[src/rtl/eth_frame_gen_if.sv]
// eth_frame_gen_if: request and serial-output signals of the 10BASE-T frame
// generator.
//   transmit   : start request, level-sampled
//   enable     : block enable, requests are ignored while low
//   eth_data_s : serial NRZ frame bit, one bit per clock
//   Tx         : high exactly while a frame bit is on eth_data_s
// master = requester (drives transmit/enable), slave = generator.
interface eth_frame_gen_if;
  logic transmit;
  logic enable;
  logic eth_data_s;
  logic Tx;

  modport master (output transmit, enable, input  eth_data_s, Tx);
  modport slave  (input  transmit, enable, output eth_data_s, Tx);
endinterface

[src/rtl/eth_frame_gen.sv]
// eth_frame_gen: serial Ethernet frame generator, 10 MHz bit clock.
// On a request it emits preamble, SFD, header, a seeded payload and an
// optional FCS, each byte LSB first, then holds 96 bit times of IFG.
// Optional feature macro: ETH_FRAME_FCS_EN (adds the CRC-32 FCS state).
// Ports:
//   clk   : bit clock, rising edge
//   rst_n : asynchronous active-low reset, drops any frame in flight
//   bus   : eth_frame_gen_if.slave (transmit, enable in; eth_data_s, Tx out)
// Both outputs are registered. The registers hold the bit currently on the
// line, so the next bit is computed from the next-state position.
module eth_frame_gen #(
  parameter logic [47:0] DST_MAC      = 48'hFFFF_FFFF_FFFF,
  parameter logic [47:0] SRC_MAC      = 48'h0012_3456_789A,
  parameter logic [15:0] ETH_TYPE     = 16'h0800,
  parameter int unsigned PAYLOAD_LEN  = 46,
  parameter logic [7:0]  PAYLOAD_SEED = 8'h00
) (
  input  logic            clk,
  input  logic            rst_n,
  eth_frame_gen_if.slave  bus
);

  typedef enum logic [2:0] {
    IDLE, PREAMBLE, SFD, HEADER, PAYLOAD, FCS, IFG
  } state_e;

  localparam logic [111:0] HDR = {DST_MAC, SRC_MAC, ETH_TYPE};

  state_e      state_q, state_d;
  logic [2:0]  bit_q, bit_d;
  logic [10:0] byte_q, byte_d;
  logic        data_q, data_d;
  logic        tx_q, tx_d;
  logic [10:0] last_byte;
  logic [7:0]  cur_byte;
  logic [6:0]  hdr_sel;
  logic        start;

  assign start = bus.transmit && bus.enable;

`ifdef ETH_FRAME_FCS_EN
  localparam logic [31:0] CRC_POLY = 32'hEDB88320;
  logic [31:0] crc_q, crc_d;

  // Reflected CRC-32 over the bit currently on the line. While in FCS the
  // register holds, so crc_d is the final value for every FCS bit.
  always_comb begin
    crc_d = crc_q;
    if (state_q == SFD)
      crc_d = '1;
    else if (state_q == HEADER || state_q == PAYLOAD)
      crc_d = {1'b0, crc_q[31:1]} ^ ((crc_q[0] ^ data_q) ? CRC_POLY : 32'h0);
  end

  always_ff @(posedge clk or negedge rst_n) begin
    if (!rst_n) crc_q <= '1;
    else        crc_q <= crc_d;
  end
`endif

  // Next position: bit/byte counters wrap into the next state at the
  // last bit of each field.
  always_comb begin
    state_d   = state_q;
    bit_d     = bit_q + 3'd1;
    byte_d    = (bit_q == 3'd7) ? byte_q + 11'd1 : byte_q;
    last_byte = '0;
    case (state_q)
      PREAMBLE: last_byte = 11'd6;
      SFD:      last_byte = 11'd0;
      HEADER:   last_byte = 11'd13;
      PAYLOAD:  last_byte = 11'(PAYLOAD_LEN - 1);
      FCS:      last_byte = 11'd3;
      IFG:      last_byte = 11'd11;
      default:  last_byte = '0;
    endcase
    if (state_q == IDLE) begin
      bit_d  = '0;
      byte_d = '0;
      if (start) state_d = PREAMBLE;
    end else if (bit_q == 3'd7 && byte_q == last_byte) begin
      bit_d  = '0;
      byte_d = '0;
      case (state_q)
        PREAMBLE: state_d = SFD;
        SFD:      state_d = HEADER;
        HEADER:   state_d = PAYLOAD;
`ifdef ETH_FRAME_FCS_EN
        PAYLOAD:  state_d = FCS;
`else
        PAYLOAD:  state_d = IFG;
`endif
        FCS:      state_d = IFG;
        // A request still held at the end of IFG starts the next frame
        // back to back, giving exactly 96 idle bit times between frames.
        IFG:      state_d = start ? PREAMBLE : IDLE;
        default:  state_d = IDLE;
      endcase
    end
  end

  // Bit to put on the line for the next position.
  always_comb begin
    hdr_sel  = 7'd111 - {byte_d[3:0], 3'b000};
    cur_byte = '0;
    case (state_d)
      PREAMBLE: cur_byte = 8'h55;
      SFD:      cur_byte = 8'hD5;
      HEADER:   cur_byte = HDR[hdr_sel -: 8];
      PAYLOAD:  cur_byte = PAYLOAD_SEED + byte_d[7:0];
      default:  cur_byte = '0;
    endcase
    data_d = cur_byte[bit_d];
`ifdef ETH_FRAME_FCS_EN
    if (state_d == FCS) data_d = ~crc_d[{byte_d[1:0], bit_d}];
`endif
    tx_d = (state_d != IDLE) && (state_d != IFG);
  end

  always_ff @(posedge clk or negedge rst_n) begin
    if (!rst_n) begin
      state_q <= IDLE;
      bit_q   <= '0;
      byte_q  <= '0;
      data_q  <= 1'b0;
      tx_q    <= 1'b0;
    end else begin
      state_q <= state_d;
      bit_q   <= bit_d;
      byte_q  <= byte_d;
      data_q  <= data_d;
      tx_q    <= tx_d;
    end
  end

  assign bus.eth_data_s = data_q;
  assign bus.Tx         = tx_q;

endmodule

[src/flat_wrapper.sv]
// flat-port wrapper written by rule: the top's interface ports become plain ports
module eth_frame_gen_flat 
#(
  parameter logic [47:0] DST_MAC      = 48'hFFFF_FFFF_FFFF,
  parameter logic [47:0] SRC_MAC      = 48'h0012_3456_789A,
  parameter logic [15:0] ETH_TYPE     = 16'h0800,
  parameter int unsigned PAYLOAD_LEN  = 46,
  parameter logic [7:0]  PAYLOAD_SEED = 8'h00
)
  (clk, rst_n, bus_transmit, bus_enable, bus_eth_data_s, bus_Tx);
  eth_frame_gen_if bus_i ();
  input  logic clk;
  input  logic rst_n;
  input wire logic [$bits(bus_i.transmit)-1:0] bus_transmit;
  input wire logic [$bits(bus_i.enable)-1:0] bus_enable;
  output wire logic [$bits(bus_i.eth_data_s)-1:0] bus_eth_data_s;
  output wire logic [$bits(bus_i.Tx)-1:0] bus_Tx;
  assign bus_i.transmit = bus_transmit;
  assign bus_i.enable = bus_enable;
  assign bus_eth_data_s = bus_i.eth_data_s;
  assign bus_Tx = bus_i.Tx;
  eth_frame_gen #(.DST_MAC(DST_MAC), .SRC_MAC(SRC_MAC), .ETH_TYPE(ETH_TYPE), .PAYLOAD_LEN(PAYLOAD_LEN), .PAYLOAD_SEED(PAYLOAD_SEED)) u_core (.clk(clk), .rst_n(rst_n), .bus(bus_i));
endmodule
[config.mk]
export PLATFORM = sky130hd
export DESIGN_NAME = eth_frame_gen_flat
export DESIGN_NICKNAME = d
export VERILOG_FILES = /design/src/rtl/eth_frame_gen_if.sv /design/src/rtl/eth_frame_gen.sv /design/src/flat_wrapper.sv
export SDC_FILE = /design/constraint.sdc
export NUM_CORES = 1
export LEC_CHECK = 0
export ABC_AREA = 1
export CORE_ASPECT_RATIO = 0.8
export CORE_MARGIN = 2
export CORE_UTILIZATION = 30
export CTS_CLUSTER_SIZE = 12
export DETAILED_ROUTE_END_ITERATION = 7
export GPL_TIMING_DRIVEN = 0
export PLACE_DENSITY = 0.56
export SLEW_MARGIN = 40
export SYNTH_ARGS = -nofsm -noshare
export SYNTH_HDL_FRONTEND = slang
export SYNTH_SLANG_ARGS = --single-unit
[constraint.sdc]
create_clock -name clk -period 3.13 [get_ports clk]
set_input_delay 0.4695 -clock clk [delete_from_list [all_inputs] [get_ports clk]]
set_output_delay 0.4695 -clock clk [all_outputs]
set_load 0.05 [all_outputs]
Word level (Yosys, flattened, before mapping)
Index checks and enable logic that the tools add are counted.

Flip-flop bits (word level): 19. Bits of input ports: 4. Output and inout bits: 2. Logic and storage cells: 45.

$add $sub $neg: 3. Magnitude comparators: 1. Eq/ne operators: 13. Shift operators: 1. Muxes and demuxes: 14. Reduce and logical (&&, ||, !) cells: 7.

Operators with widths (number): variable part select 119 x 8 -> 8 bit (first input constant) (1); two-way mux 11 bit (3); case mux 8 bit (4 select lines) (1); case mux 6 bit (5 select lines) (1); equality test 3 bit (second input constant) (5); two-way mux 3 bit (5); case mux 3 bit (5 select lines) (1); equality test 3 x 2 -> 1 bit (second input constant) (4); adder 11 x 1 -> 11 bit (second input constant) (1); equality test 11 x 6 -> 1 bit (1); subtractor 7 bit (first input constant) (1); equality test 3 x 1 -> 1 bit (second input constant) (2); nonzero test 3 bit (2); < comparator 3 x 4 -> 1 bit (second input constant) (1); adder 3 x 1 -> 3 bit (second input constant) (1); binary-select mux 1 bit (select 3 bit) (1); logical AND 1 bit (3); zero test 3 bit (1); != test 3 bit (second input constant) (1); two-way mux 1 bit (2); OR reduction 2 bit (1).

Longest topological paths before layout
Depth in word-level cells: 11. Depth in mapped cells: 26. Mapped depth without buffers: 23.

Worst setup path after synthesis
Ideal clock, no wire load.

Path type: register to register. Start point: register u_core.bit_q[0]. End point: register u_core.data_q, in the netlist u_core.bus.eth_data_s. Library setup time: 116 ps. Arrival: 2858 ps. Required time: 3014 ps. Path slack: 156 ps. Stages on the path, launching flop included: 26. Path buffers: 3. Period minus slack after synthesis: 2974 ps. Cell sequence: dfrtp_1 -> ha_1 -> ha_1 -> clkbuf_2 -> nand3_1 -> nor2_1 -> nand3_1 -> nor2_1 -> nand3_2 -> nand2_2 -> buf_6 -> nor2_2 -> ha_1 -> inv_1 -> ha_1 -> clkbuf_1 -> nor2_1 -> inv_1 -> nand2_1 -> nor2_1 -> nor2_1 -> nor2_1 -> nand2_1 -> nand2_1 -> nand2_1 -> nand2_1.

Cells in the longest elaborated chain, start to end: 9. Elaborated cells on any way between the ends: 19. Those cells by class: add/sub (2); eq/ne (5); shift (1); mux (10); reduce/logical (1).

RTL lines: from (decl) (line eth_frame_gen.sv:30) `logic [2:0] bit_q, bit_d;`; from (signal assigned) (line eth_frame_gen.sv:129) `bit_q <= bit_d;`; equality test 3 bit * (line eth_frame_gen.sv:66, eth_frame_gen.sv:81); two-way mux 11 bit or logical AND 1 bit (tied branches) (line eth_frame_gen.sv:66, eth_frame_gen.sv:81); two-way mux 11 bit * (line eth_frame_gen.sv:81) `end else if (bit_q == 3'd7 && byte_q == last_byte) begin`; two-way mux 11 bit * (line eth_frame_gen.sv:77) `if (state_q == IDLE) begin`; named net u_core.byte_d[2] (line eth_frame_gen.sv:31) `logic [10:0] byte_q, byte_d;`; subtractor 7 bit (line eth_frame_gen.sv:104) `hdr_sel = 7'd111 - {byte_d[3:0], 3'b000};`; variable part select 119 x 8 -> 8 bit (line eth_frame_gen.sv:109) `HEADER: cur_byte = HDR[hdr_sel -: 8];`; case mux 8 bit (4 select lines) * (line eth_frame_gen.sv:106) `case (state_d)`; binary-select mux 1 bit (select 3 bit) * (line eth_frame_gen.sv:113) `data_d = cur_byte[bit_d];`; two-way mux 1 bit (implied by the code) * (line eth_frame_gen.sv:113); named net u_core.data_d (line eth_frame_gen.sv:32) `logic data_q, data_d;`; to (signal assigned) (line eth_frame_gen.sv:131) `data_q <= data_d;`; to (decl) (line eth_frame_gen.sv:32).

Mark *: on every way through the listed nets, which the timed path passes. The rest lies on a longest branch. The select of a mux whose other input is x is not followed. A chain may end at the register's enable or synchronous reset.

Worst setup path in the final report
Start point: register u_core.state_q[0]. End point: register u_core.data_q, in the netlist u_core.bus.eth_data_s.

Cells in the longest elaborated chain, start to end: 11. Elaborated cells on any way between the ends: 28. Those cells by class: add/sub (1); eq/ne (11); shift (1); mux (12); reduce/logical (3).

RTL lines: from (decl) (line eth_frame_gen.sv:29) `state_e state_q, state_d;`; from (signal assigned) (line eth_frame_gen.sv:128) `state_q <= state_d;`; equality test 3 bit, or another cell as far along (line eth_frame_gen.sv:68) `case (state_q)`; case mux 6 bit (5 select lines) (line eth_frame_gen.sv:68); equality test 11 x 6 -> 1 bit (line eth_frame_gen.sv:81); logical AND 1 bit (line eth_frame_gen.sv:81); two-way mux 11 bit (line eth_frame_gen.sv:81); two-way mux 11 bit * (line eth_frame_gen.sv:77); named net u_core.byte_d[2] (line eth_frame_gen.sv:31); subtractor 7 bit (line eth_frame_gen.sv:104); variable part select 119 x 8 -> 8 bit (line eth_frame_gen.sv:109); case mux 8 bit (4 select lines) * (line eth_frame_gen.sv:106); binary-select mux 1 bit (select 3 bit) * (line eth_frame_gen.sv:113); two-way mux 1 bit (implied by the code) * (line eth_frame_gen.sv:113); named net u_core.data_d (line eth_frame_gen.sv:32).

Marks and branches as above.

==> metrics.txt <==
H-tree Lvls=1; Worst Slack Setup Final=0.152 ns; EDFF count, synth=0; min Tclk post-route=2.98 ns; synth top area cells=dfrtp_1, nand2_1, nand3_1; post-synthesis cell area=0.00163 sq mm; Layout fillers=555; fin nets=278; # clock sinks=19; fin. max-slew vios=0; post-synthesis cell count=249; setup violators final=0; syn_area_per_cell=6.53 sq um; data arrival time of the critical path=3.18 ns; Top FF cell, synth=dfrtp_1; # rows=23; vias in the first global route=1368; Area growth syn-to-layout=19.8%; FF+latch count, synth=19; Hold Crit Class=primary input to async pin; first-pass GRT wire length=6650 um; worst skew pair latency=0.26 ns; Fin. Hold Viols=0; clk buf depth=2; Worst Clk Skew=0.00190 ns; VDD IR-drop max=0.144 mV; Initial Utilization=31.8%; core area=0.00512 sq mm; library cells used by synthesis=30; via/cell ratio=4.86; max-cap viol count=0; Die H=69.9 um; Slew HR=63.3%; CP Max Fanout=9; io pins=6; CP endpoint kind=flop; DRT antenna net count=0; DR vias=1604; Compound-Gate Fraction of Synth Area=6.62%; Synth Area in Adders=3.85%; per-cell routed wire length=12.4 um; Net Count, Synth=258; I/O Buffers=5; leading cell type by number of instances after synthesis=nand2_1; share of the clock period used by the worst path=95.1%; setup TNS=0 ns; post-synthesis xor/xnor area fraction=2.15%; post-synthesis async set-or-reset flop share=100%; Post-CTS Hold Buffers=0; post-synth top area share=29.2%; DIE AREA=0.00603 sq mm; synth warn=0; synth cell count leaders=nand2_1, inv_1, nand3_1; Worst Tran Pin Value=0.546 ns; Root Buffer=clkbuf_8; drt first pass iters=4; Synth Area in Simple Gates=47.2%; leakage power=0.913 nW; routability cong.=0.854; FMAX=336 MHz; # placed instances=316; DP Worst Slack=-0.347 ns; Layout Cell Area excl Fill=0.00195 sq mm; PwrDens=221 mW/mm^2; Iter 0 DRT Violations=155; mux cell area share after synthesis=0%; CTS tree=done; worst path required time=3.33 ns; Reg clk slew, reported paths=0.07 ns; share of layout cells above drive strength 1=19.8%; kind of critical path=flop to flop; post-placement cell area=0.00175 sq mm; global route overflow=0; largest family of logic cells by synthesized area=simple AND/OR/NAND/NOR gates; post-route insts no fill=330; sequential element share of the synthesized area=29.2%; startpoint types=flop; cts bufs inserted=3; die width=86.3 um; total chip power=0.000430 W; status=finished clean; initial antenna violation count=0; ANT cells=0; hpwl dp=3010 um; pin count of the biggest net entering global routing=20; drt total wl=4080 um; Synth area leader=dfrtp_1; Global Route Usage Sum=13.9%; Residual DRC=0
through the flow:
stage               hold slack [ns]  util [%]
floorplan                     0.174         -
global placement              0.513      34.2
detailed placement            0.456      34.1
CTS                           0.165      35.7
global route                  0.174      38.0
finish                        0.152      38.0
cells in the final DEF, fill, tap and decap left out, types with 2 or more instances in the layout:
| master | netlist | final |
|---|---|---|
| nand2_1 | 67 | 67 |
| inv_1 | 35 | 33 |
| nand3_1 | 30 | 29 |
| nor2_1 | 26 | 22 |
| dfrtp_1 | 19 | 19 |
| buf_4 | 1 | 12 |
| nand4_1 | 10 | 10 |
| nor2_4 | 3 | 7 |
| a21oi_1 | 7 | 7 |
| inv_2 | 4 | 6 |
| nor2_2 | 6 | 6 |
| nand3_2 | 4 | 5 |
| nor3_1 | 5 | 5 |
| xor2_1 | 4 | 4 |
| o21ai_0 | 5 | 4 |
| clkdlybuf4s50_1 | 0 | 4 |
| o21ai_1 | 2 | 3 |
| nand2_4 | 3 | 3 |
| clkbuf_8 | 0 | 3 |
| buf_2 | 1 | 2 |
| nand2_2 | 2 | 2 |
| ha_2 | 0 | 2 |
| ha_4 | 0 | 2 |
cell families (layout without fill, tap and decap cells):
family,Yosys count,after routing
adders and majority gates,5,5
buffers and inverters,44,63
AOI/OAI and AO/OA,19,19
xor gates and xnor gates,4,4
DFF,19,19
and+or+nand+nor,158,158
layer usage:
| layer | vias to the layer above | routed length [um] | global-route usage, % |
|---|---|---|---|
| met5 | - | 0 | 0 |
| met4 | 0 | 56 | 4.86 |
| met3 | 6 | 103 | 2.36 |
| met2 | 26 | 1840 | 20.4 |
| met1 | 734 | 2080 | 20.2 |
| li1 | 838 | - | - |
path summary, 6_finish.rpt:
kind | startpoint | endpoint | slack [ns] | cells after the start
setup / recovery | u_core.state_q[0] | u_core.bus.eth_data_s | 0.15 | 23
hold / removal | rst_n | u_core.byte_q[9] | 0.15 | 1
setup reg to reg | u_core.state_q[0] | u_core.bus.eth_data_s | 0.15 | 23
hold reg to reg | u_core.bit_q[0] | u_core.bit_q[0] | 0.57 | 2
max in group asynchronous | rst_n | u_core.byte_q[4] | 2.66 | 1
min in group clk | u_core.bit_q[0] | u_core.bit_q[0] | 0.57 | 2
layout make-up:
type / instances / area (sq um) / area share [%]
flip-flops and latches: 19 / 475 / 24.4
inverters: 39 / 146 / 7.51
well taps: 62 / 77.6 / 3.98
repair buffers: 16 / 128 / 6.55
plain buffers: 4 / 38.8 / 1.99
clock buffers: 4 / 45.0 / 2.31
multi-input cells: 186 / 1040 / 53.2
power breakdown:
group	leakage, nW	internal [W]	switching (W)
clock network	0.0228	0.0000907	0.0000860
registers	0.241	0.000245	0
logic	0.649	0.00000274	0.00000564
state kept, by name, summed over array words and instances (netlist names):
name / flops
u_core.bus.eth_data_s: 1
u_core.bus.Tx: 1
u_core.state_q: 3
u_core.bit_q: 3
u_core.byte_q: 11
worst max-delay path: stages, from the launching register on:
cell     delay, ns
dfrtp_1       0.35
buf_2         0.18
nor2_4        0.16
nand2_2       0.12
nand3_1       0.09
nand2_1       0.07
nand2_1       0.12
inv_2         0.04
nand3_2       0.12
nand2_2       0.08
buf_8         0.15
nor2_4        0.14
ha_2          0.20
inv_2         0.05
ha_4          0.30
nor2_4        0.05
buf_4         0.13
a21oi_1       0.11
nand2_1       0.07
a21oi_1       0.17
nand2_1       0.07
nand2_1       0.06
nand2_1       0.04
nand2_1       0.05
timing repair:
item	in CTS	in global routing
pin swaps	2	8
endpoints found under the setup margin	1	1
resized for setup	8	14
setup buffers	2	9
(Power assumes the default switching activity.)
